$ cat src/rtl/game_screen_sequencer_if.sv
// Screen-sequencer bus: scan position, player/game inputs, printer pixel
// enables in; mode levels, overlay enable, frame tick and state out.
//   master : scan generator / game logic / printer side (drives inputs)
//   slave  : game_screen_sequencer
//   X, Y          scan column / row (PIXEL_DISPLAY_BIT+1 bits)
//   start_button  raw asynchronous player button, active-high
//   collision     game-logic death flag, single-cycle or level
//   en_start_game start-text pixel from printer
//   en_game_over  game-over-text pixel from printer
//   start         1 = game running
//   game_over     1 = game-over screen active
//   overlay_en    overlay pixel to draw this cycle
//   frame_tick    one-cycle pulse after the last pixel of a frame
//   state         current mode: 00 IDLE, 01 PLAY, 10 OVER
interface game_screen_sequencer_if #(
    parameter int unsigned PIXEL_DISPLAY_BIT = 9
);
    logic [PIXEL_DISPLAY_BIT:0] X;
    logic [PIXEL_DISPLAY_BIT:0] Y;
    logic                       start_button;
    logic                       collision;
    logic                       en_start_game;
    logic                       en_game_over;
    logic                       start;
    logic                       game_over;
    logic                       overlay_en;
    logic                       frame_tick;
    logic [1:0]                 state;

    modport master (
        output X, Y, start_button, collision, en_start_game, en_game_over,
        input  start, game_over, overlay_en, frame_tick, state
    );

    modport slave (
        input  X, Y, start_button, collision, en_start_game, en_game_over,
        output start, game_over, overlay_en, frame_tick, state
    );
endinterface

$ cat src/rtl/game_screen_sequencer.sv
// Screen-mode controller for the start / game-over overlay printer.
// Mode changes requested by the button or the collision flag are held in a
// pending register and committed only at end-of-frame, so no screen tears.
// Also owns the start-text blink, the game-over hold timer and the final
// overlay pixel enable.
// Ports:
//   clock_25  25 MHz pixel clock
//   reset     asynchronous, active-low reset
//   bus       game_screen_sequencer_if.slave (see interface header)
// Optional build macro AUTO_RESTART_EN: when defined, the game-over screen
// returns to IDLE by itself once the hold time has elapsed.
module game_screen_sequencer #(
    parameter int unsigned PIXEL_DISPLAY_BIT = 9,
    parameter int unsigned H_LAST            = 799,
    parameter int unsigned V_LAST            = 524,
    parameter int unsigned BLINK_FRAMES      = 30,
    parameter int unsigned GAMEOVER_FRAMES   = 120
) (
    input  logic                    clock_25,
    input  logic                    reset,
    game_screen_sequencer_if.slave  bus
);

    localparam int unsigned XY_W  = PIXEL_DISPLAY_BIT + 1;
    localparam int unsigned CNT_W = 8;

    localparam logic [XY_W-1:0]  X_END     = XY_W'(H_LAST);
    localparam logic [XY_W-1:0]  Y_END     = XY_W'(V_LAST);
    localparam logic [CNT_W-1:0] CNT_MAX   = '1;
    localparam logic [CNT_W-1:0] BLINK_LIM = CNT_W'(BLINK_FRAMES);
    localparam logic [CNT_W-1:0] HOLD_LIM  = CNT_W'(GAMEOVER_FRAMES);

    typedef enum logic [1:0] {
        ST_IDLE = 2'b00,
        ST_PLAY = 2'b01,
        ST_OVER = 2'b10,
        ST_BAD  = 2'b11
    } state_t;

    typedef enum logic [1:0] {
        PEND_NONE = 2'b00,
        PEND_PLAY = 2'b01,
        PEND_OVER = 2'b10,
        PEND_IDLE = 2'b11
    } pend_t;

    state_t           state_q, state_d;
    pend_t            pend_q, pend_d;
    pend_t            ev;
    pend_t            pend_eff;
    logic [CNT_W-1:0] cnt_q, cnt_d, cnt_inc;
    logic             blink_q, blink_d;
    logic             start_q, start_d;
    logic             game_over_q, game_over_d;
    logic             overlay_q, overlay_d;
    logic             tick_q;
    logic             btn_meta, btn_sync, btn_prev;
    logic             eof;
    logic             btn_pulse;
    logic             hold_done;

    // Last pixel of the frame is being scanned: the commit point.
    assign eof       = (bus.X == X_END) && (bus.Y == Y_END);
    // One pulse per press, however long the button is held.
    assign btn_pulse = btn_sync & ~btn_prev;
    assign hold_done = (cnt_q >= HOLD_LIM);

    // Button synchroniser and edge-detect history.
    always_ff @(posedge clock_25 or negedge reset) begin
        if (!reset) begin
            btn_meta <= 1'b0;
            btn_sync <= 1'b0;
            btn_prev <= 1'b0;
        end else begin
            btn_meta <= bus.start_button;
            btn_sync <= btn_meta;
            btn_prev <= btn_sync;
        end
    end

    // State and output registers.
    always_ff @(posedge clock_25 or negedge reset) begin
        if (!reset) begin
            state_q     <= ST_IDLE;
            pend_q      <= PEND_NONE;
            cnt_q       <= '0;
            blink_q     <= 1'b1;
            start_q     <= 1'b0;
            game_over_q <= 1'b0;
            overlay_q   <= 1'b0;
            tick_q      <= 1'b0;
        end else begin
            state_q     <= state_d;
            pend_q      <= pend_d;
            cnt_q       <= cnt_d;
            blink_q     <= blink_d;
            start_q     <= start_d;
            game_over_q <= game_over_d;
            overlay_q   <= overlay_d;
            tick_q      <= eof;
        end
    end

    // Event capture, end-of-frame commit, frame counter, blink and overlay.
    always_comb begin
        state_d   = state_q;
        pend_d    = pend_q;
        cnt_d     = cnt_q;
        blink_d   = blink_q;
        overlay_d = 1'b0;
        ev        = PEND_NONE;
        cnt_inc   = (cnt_q == CNT_MAX) ? CNT_MAX : cnt_q + CNT_W'(1);

        case (state_q)
            ST_IDLE: begin
                if (btn_pulse) begin
                    ev = PEND_PLAY;
                end
                overlay_d = bus.en_start_game & blink_q;
            end
            ST_PLAY: begin
                if (bus.collision) begin
                    ev = PEND_OVER;
                end
            end
            ST_OVER: begin
`ifdef AUTO_RESTART_EN
                if (hold_done) begin
                    ev = PEND_IDLE;
                end
`else
                // Presses before the hold expires are dropped, not queued.
                if (hold_done && btn_pulse) begin
                    ev = PEND_IDLE;
                end
`endif
                overlay_d = bus.en_game_over;
            end
            default: begin
            end
        endcase

        // Newest event replaces the pending one, but a death is never lost
        // to a start request.
        pend_eff = pend_q;
        if ((ev != PEND_NONE) && !((pend_q == PEND_OVER) && (ev == PEND_PLAY))) begin
            pend_eff = ev;
        end
        pend_d = pend_eff;

        if (state_q == ST_BAD) begin
            state_d = ST_IDLE;
            pend_d  = PEND_NONE;
            cnt_d   = '0;
            blink_d = 1'b1;
        end else if (eof) begin
            if (pend_eff != PEND_NONE) begin
                pend_d = PEND_NONE;
                cnt_d  = '0;
                case (pend_eff)
                    PEND_PLAY: state_d = ST_PLAY;
                    PEND_OVER: state_d = ST_OVER;
                    default: begin
                        state_d = ST_IDLE;
                        blink_d = 1'b1;
                    end
                endcase
            end else if (state_q == ST_IDLE) begin
                // In IDLE the frame counter times the blink half-period.
                if (cnt_inc == BLINK_LIM) begin
                    blink_d = ~blink_q;
                    cnt_d   = '0;
                end else begin
                    cnt_d = cnt_inc;
                end
            end else begin
                cnt_d = cnt_inc;
            end
        end

        start_d     = (state_d == ST_PLAY);
        game_over_d = (state_d == ST_OVER);
    end

    assign bus.start      = start_q;
    assign bus.game_over  = game_over_q;
    assign bus.overlay_en = overlay_q;
    assign bus.frame_tick = tick_q;
    assign bus.state      = 2'(state_q);

endmodule

$ cat src/flat_wrapper.sv
// flat-port wrapper written by rule: the top's interface ports become plain ports
module game_screen_sequencer_flat 
#(
    parameter int unsigned PIXEL_DISPLAY_BIT = 9,
    parameter int unsigned H_LAST            = 799,
    parameter int unsigned V_LAST            = 524,
    parameter int unsigned BLINK_FRAMES      = 30,
    parameter int unsigned GAMEOVER_FRAMES   = 120
)
  (clock_25, reset, bus_X, bus_Y, bus_start_button, bus_collision, bus_en_start_game, bus_en_game_over, bus_start, bus_game_over, bus_overlay_en, bus_frame_tick, bus_state);
  game_screen_sequencer_if #(.PIXEL_DISPLAY_BIT(PIXEL_DISPLAY_BIT)) bus_i ();
  input  logic clock_25;
  input  logic reset;
  input wire logic [$bits(bus_i.X)-1:0] bus_X;
  input wire logic [$bits(bus_i.Y)-1:0] bus_Y;
  input wire logic [$bits(bus_i.start_button)-1:0] bus_start_button;
  input wire logic [$bits(bus_i.collision)-1:0] bus_collision;
  input wire logic [$bits(bus_i.en_start_game)-1:0] bus_en_start_game;
  input wire logic [$bits(bus_i.en_game_over)-1:0] bus_en_game_over;
  output wire logic [$bits(bus_i.start)-1:0] bus_start;
  output wire logic [$bits(bus_i.game_over)-1:0] bus_game_over;
  output wire logic [$bits(bus_i.overlay_en)-1:0] bus_overlay_en;
  output wire logic [$bits(bus_i.frame_tick)-1:0] bus_frame_tick;
  output wire logic [$bits(bus_i.state)-1:0] bus_state;
  assign bus_i.X = bus_X;
  assign bus_i.Y = bus_Y;
  assign bus_i.start_button = bus_start_button;
  assign bus_i.collision = bus_collision;
  assign bus_i.en_start_game = bus_en_start_game;
  assign bus_i.en_game_over = bus_en_game_over;
  assign bus_start = bus_i.start;
  assign bus_game_over = bus_i.game_over;
  assign bus_overlay_en = bus_i.overlay_en;
  assign bus_frame_tick = bus_i.frame_tick;
  assign bus_state = bus_i.state;
  game_screen_sequencer #(.PIXEL_DISPLAY_BIT(PIXEL_DISPLAY_BIT), .H_LAST(H_LAST), .V_LAST(V_LAST), .BLINK_FRAMES(BLINK_FRAMES), .GAMEOVER_FRAMES(GAMEOVER_FRAMES)) u_core (.clock_25(clock_25), .reset(reset), .bus(bus_i));
endmodule
$ cat config.mk
export PLATFORM = sky130hd
export DESIGN_NAME = game_screen_sequencer_flat
export DESIGN_NICKNAME = d
export VERILOG_FILES = /design/src/rtl/game_screen_sequencer_if.sv /design/src/rtl/game_screen_sequencer.sv /design/src/flat_wrapper.sv
export SDC_FILE = /design/constraint.sdc
export NUM_CORES = 1
export LEC_CHECK = 0
export CORE_MARGIN = 2
export CORE_UTILIZATION = 35
export DETAILED_ROUTE_END_ITERATION = 10
export PLACE_DENSITY = 0.57
export RECOVER_POWER = 50
export SYNTH_ARGS = -nofsm -noshare
export SYNTH_HDL_FRONTEND = slang
export SYNTH_SLANG_ARGS = --single-unit
export TNS_END_PERCENT = 10
$ cat constraint.sdc
create_clock -name clock_25 -period 2.3 [get_ports clock_25]
set_input_delay 0.46 -clock clock_25 [delete_from_list [all_inputs] [get_ports clock_25]]
set_output_delay 0.46 -clock clock_25 [all_outputs]
set_load 0.01 [all_outputs]
# Yosys cells after proc, flatten, opt, wreduce, memory -nomap -nowiden
# Index checks and enable logic that the tools add are counted.
word_totals:
  n_memories: 0
  ramBits: 0
  word_cells: 69
  latch_bits: 0
  romBits: 0
  in_bits: 26
  out_inout_bits: 6
  ff_bits: 20
op_classes:
  n_shift: 0
  n_lt_le_gt_ge: 1
  reduce_logical: 13
  mul: 0
  div: 0
  eq_ne: 14
  add_sub_neg: 1
  bitwise: 4
  muxes: 25
ops:
  columns: ["op", "n"]
  rows:
  - ["8-bit two-way mux", 6]
  - ["10-bit equality test (second input constant)", 2]
  - ["2-bit two-way mux", 9]
  - ["2-bit equality test (second input constant)", 5]
  - ["8-bit by 1-bit adder with 8-bit output (second input constant)", 1]
  - ["2-bit by 1-bit equality test with 1-bit output (second input constant)", 4]
  - ["8-bit by 5-bit equality test with 1-bit output (second input constant)", 1]
  - ["8-bit equality test (second input constant)", 1]
  - ["8-bit by 7-bit greater-or-equal comparator with 1-bit output (second input constant)", 1]
  - ["1-bit two-way mux", 7]
  - ["2-bit one-hot mux with 3 select lines", 1]
  - ["2-bit nonzero test", 3]
  - ["3-bit nonzero test", 2]
  - ["1-bit logical AND", 4]
  - ["2-bit one-hot mux with 2 select lines", 1]
  - ["4-bit AND reduction", 1]
  - ["3-bit by 2-bit inequality test with 1-bit output (second input constant)", 1]
  - ["1-bit AND", 2]
  - ["2-bit zero test", 1]
  - ["1-bit NOT", 2]
  - ["1-bit one-hot mux with 2 select lines", 1]
  - ["2-bit OR reduction", 1]
  - ["1-bit zero test", 1]

# Depth between registers and ports, before layout
logic_depth:
  word_depth: 16
  mapped_depth: 11
  ltp_nobuf: 10

# Least setup slack after synthesis
# No wires, ideal clock.
synth_path:
  kind: "reg-to-reg"
  start: "reg u_core.state_q[0], in the netlist u_core.bus.state[0]"
  end: "reg u_core.cnt_q[5]"
  path_buffers: 0
  path_stages_with_launch: 11
  arrival_ns: 2.108
  slack_ns: 0.127
  required_ns: 2.234
  setup_ns: 0.066
  synth_period_minus_slack_ns: 2.173
  path_cell_list: "dfrtp_1 > nor3b_1 > nand2_1 > a21oi_1 > o21ai_0 > inv_1 > ha_1 > nand2_1 > or3_1 > nor3_1 > o22a_1"
synth_between:
  elab_chain_cells: 11
  word_cells_on_any_way: 17
  classes_between: "eq/ne (4); mux (6); reduce/logical (7)"
synth_rtl:
  columns: ["element", "line", "text"]
  rows:
  - ["start, declared", "game_screen_sequencer.sv:47", "state_t state_q, state_d;"]
  - ["start signal, assigned", "game_screen_sequencer.sv:93", "state_q <= state_d;"]
  - ["2-bit equality test, or another cell as far along", "game_screen_sequencer.sv:114", "case (state_q)"]
  - ["2-bit one-hot mux with 3 select lines", "game_screen_sequencer.sv:114", null]
  - ["2-bit by 1-bit equality test with 1-bit output", "game_screen_sequencer.sv:146", "if ((ev != PEND_NONE) && !((pend_q == PEND_OVER) && (ev == PEND_PLAY))) begin"]
  - ["1-bit logical AND", "game_screen_sequencer.sv:146", null]
  - ["1-bit zero test", "game_screen_sequencer.sv:146", null]
  - ["1-bit logical AND", "game_screen_sequencer.sv:146", null]
  - ["2-bit two-way mux", "game_screen_sequencer.sv:146", null]
  - ["2-bit nonzero test", "game_screen_sequencer.sv:157", "if (pend_eff != PEND_NONE) begin"]
  - ["8-bit two-way mux", "game_screen_sequencer.sv:157", null]
  - ["8-bit two-way mux", "game_screen_sequencer.sv:156", "end else if (eof) begin"]
  - ["8-bit two-way mux", "game_screen_sequencer.sv:151", "if (state_q == ST_BAD) begin"]
  - ["end signal, assigned", "game_screen_sequencer.sv:95", "cnt_q <= cnt_d;"]
  - ["end, declared", "game_screen_sequencer.sv:51", "logic [CNT_W-1:0] cnt_q, cnt_d, cnt_inc;"]
# Parallel ways exist; a longest one is shown, timed or not. The select of a mux whose other input is x is not followed.
# A chain may end at the register's enable or synchronous reset.

# Worst setup path in the final report
# Ends and elaborated chain as after synthesis.

==> summary.txt <==
Startpoint Class -> flop
Register area -> 502 um2
Worst hold start -> u_core.btn_meta
Max-slew violations -> 0
Mapped Nets -> 168
Initial antenna violation count -> 0
Routed length per placed instance -> 13.6 um
Setup Slack @ Placement -> -0.112 ns
Layout Cells excl Fill -> 231
Die area -> 4090 um2
Std-Cell Core Area -> 3390 um2
Post-synthesis instance total -> 137
IO Port Bufs -> 31
Slowest CP cell -> dfrtp_1
Detailed-route DRC error count -> 0
Hold slack final -> 0.365 ns
Top cells by area, synth -> dfrtp_1 (38%), nand2_1 (5.1%), ha_1 (5.0%), a21oi_1 (4.0%), nor2_1 (3.9%)
Vias in the first global route -> 1210
Clock transition at path regs -> 0.12 ns
TritonCTS clock tree -> done
Area grow syn2layout -> 39.2%
Pin count of the biggest net entering global routing -> 13
Reg-to-reg startpoint -> u_core.bus.state[0]
Die Height -> 63.9 um
Layout cells sized above 1 -> 16.8%
Slowest cell delay on critical path -> 0.43 ns
Placed wire-length estimate -> 2500 um
Syn_area_per_cell -> 9.18 um2
Top-area cell type share of the netlist area -> 37.8%
Clk_skew -> 0.00483 ns
Post-route ant nets -> 0
Leading area contributor after synthesis -> dfrtp_1
Peak supply drop -> 0.158 mV
TNS Setup -> 0 ns
GRT Total Usage -> 16.4%
Met2 usage -> 28.4%
I/O Pins -> 32
Fin crit period -> 2.18 ns
WL final -> 3140 um
Worst Setup End Kind -> flop
Main synth FF type -> dfrtp_1
Final worst-path setup slack -> 0.124 ns
Post-synth EDFFs -> 0
# hold bufs at CTS -> 0
Worst setup path end -> u_core.cnt_q[5]
Sequential cell area fraction in the yosys report -> 39.9%
# fillers -> 330
P per Cell Area -> 343 nW/um2
Post-CTS Repair Setup Buffers -> 0
Final hold violations -> 0
Die Wd -> 63.9 um
YS warnings -> 0
Post-synth ARST share -> 100%
Final setup fails -> 0
Antenna cells -> 0
Worst-path cell chain -> nor3b_2 > nand2_1 > a21oi_1 > o21ai_1 > inv_1 > ha_1 > nand2_1 > or3_1 > nor3_1 > o22a_1
Via-to-Cell Ratio -> 5.26
Clk sinks -> 20
Resize count post-CTS -> 1
Starting Density -> 37.1%
Leakage power -> 0.747 nW
Clock latency on the worst-skew pair -> 0.30 ns
Worst Setup SP -> u_core.bus.state[0]
Worst Max-Slew Pin Slew -> 0.695 ns
Synth unique cells -> 46
Multi-input logic area -> 712 um2
Max-cap violation count -> 0
Drt initial violations -> 92
Grt peak-use layer -> met2
Vias -> 1215
Synthesized cell area -> 1260 um2
R2R cell count -> 10
GRT overflow -> 0
Critical path's most frequent cell -> nand2_1
FMAX -> 0.459 GHz
CTS Buffer Depth -> 2
Worst min path class -> flop to flop
Gpl congestion -> 0.794
Global-route wire length before repair -> 5290 um
Critical Path RT -> 2.54 ns
Crit-path max FO -> 5
Reg2Reg Setup Slack -> 0.12 ns
RSZ-0062 raised after global routing -> yes
Met3 Usage GRT -> 1.76%
NumNets Final -> 217
Drt pass-1 iters -> 4
H-tree level count -> 1
Seq cells post-synth -> 20
Setup CP Type -> flop to flop
Status -> finished clean
Tcrit/Tclk final -> 94.6%
Std cell rows -> 21
Total power -> 0.000600 W
Rel. slew slack -> 53.7%
R2r endpoint -> u_core.cnt_q[5]
CTS root buf -> clkbuf_4
DP Cell Count -> 227
Critical Path AT -> 2.42 ns
Met1 global-route usage -> 20.8%
CTS Buf Count -> 3
==> state kept, by name (all words and copies together) (netlist names) <==
name / flops
u_core.bus.overlay_en: 1
u_core.bus.state: 2
u_core.bus.start: 1
u_core.bus.frame_tick: 1
u_core.btn_prev: 1
u_core.btn_meta: 1
u_core.pend_q: 2
u_core.blink_q: 1
u_core.bus.game_over: 1
u_core.btn_sync: 1
u_core.cnt_q: 8
==> how the worst min path moves through the flow <==
stage,endpoint,slack (ns),cells past startpoint
6_report,u_core.btn_sync,0.37,0
5_1_grt,u_core.btn_sync,0.38,0
3_3_place_gp,u_core.btn_sync,0.33,0
4_1_cts,u_core.btn_sync,0.37,0
2_1_floorplan,u_core.btn_meta,0.16,0
3_5_place_dp,u_core.btn_sync,0.34,0
==> metrics by stage <==
stage	utilization (%)	area, um2
detailed placement	50.8	1720
CTS	51.8	1750
floorplan	-	1260
global route	51.6	1750
finish	51.6	1750
global placement	50.8	1720
==> report_power, final <==
part	switching (W)	internal (W)
combinational	0.0000190	0.0000442
sequential	0.00000136	0.000355
clock	0.000112	0.0000675
==> cell type report <==
cell class                 instances  share of cell area, %
timing repair buffer              47                   24.4
tap                               46                   3.29
multi-input combinational        107                   40.7
clock buffer                       4                   1.50
inverter                           7                   1.50
sequential                        20                   28.7
==> Yosys cell counts (all sizes together) (3+ instances only) <==
cell type  number
a21oi          10
and2            3
and2b           3
dfrtp          19
ha              5
inv             7
nand2          17
nand3           6
nand3b          5
nand4           4
nor2           13
nor3            3
nor3b           3
o21ai           5
==> cells in the final DEF (no fill, tap or decap), drive strengths merged, types with 2 or more instances in the layout <==
cell type / n
a21boi: 2
a21oi: 10
a31oi: 2
a32oi: 2
and2: 3
and2b: 3
and4: 2
and4bb: 2
buf: 15
clkbuf: 5
clkdlybuf4s50: 29
dfrtp: 19
dlygate4sd3: 2
ha: 5
inv: 7
nand2: 17
nand2b: 2
nand3: 6
nand3b: 5
nand4: 4
nor2: 13
nor3: 3
nor3b: 3
nor4: 2
o21ai: 5
o22a: 2
o311ai: 2
==> kinds of logic after synthesis <==
kind of cell    synth area share (%)
simple gates                    33.5
compound gates                  16.5
flops                           39.9
buf+inv                         3.88
fa+ha+maj                       4.98
mux                             1.19
==> worst max-delay path, delay by kind of cell (launching register included) <==
family                   cells  cell delay (ns)
flip-flops                   1             0.43
AND/OR/NAND/NOR              5             0.98
buffers and inverters        1             0.09
AO/OA/AOI/OAI                3             0.43
adder cells (fa/ha/maj)      1             0.18
==> metal layers <==
| layer | up-vias | wire (um) |
|---|---|---|
| li1 | 599 | - |
| met1 | 572 | 1380 |
| met2 | 42 | 1560 |
| met3 | 2 | 163 |
| met4 | 0 | 40 |
| met5 | - | 0 |
(Power assumes the default switching activity.)
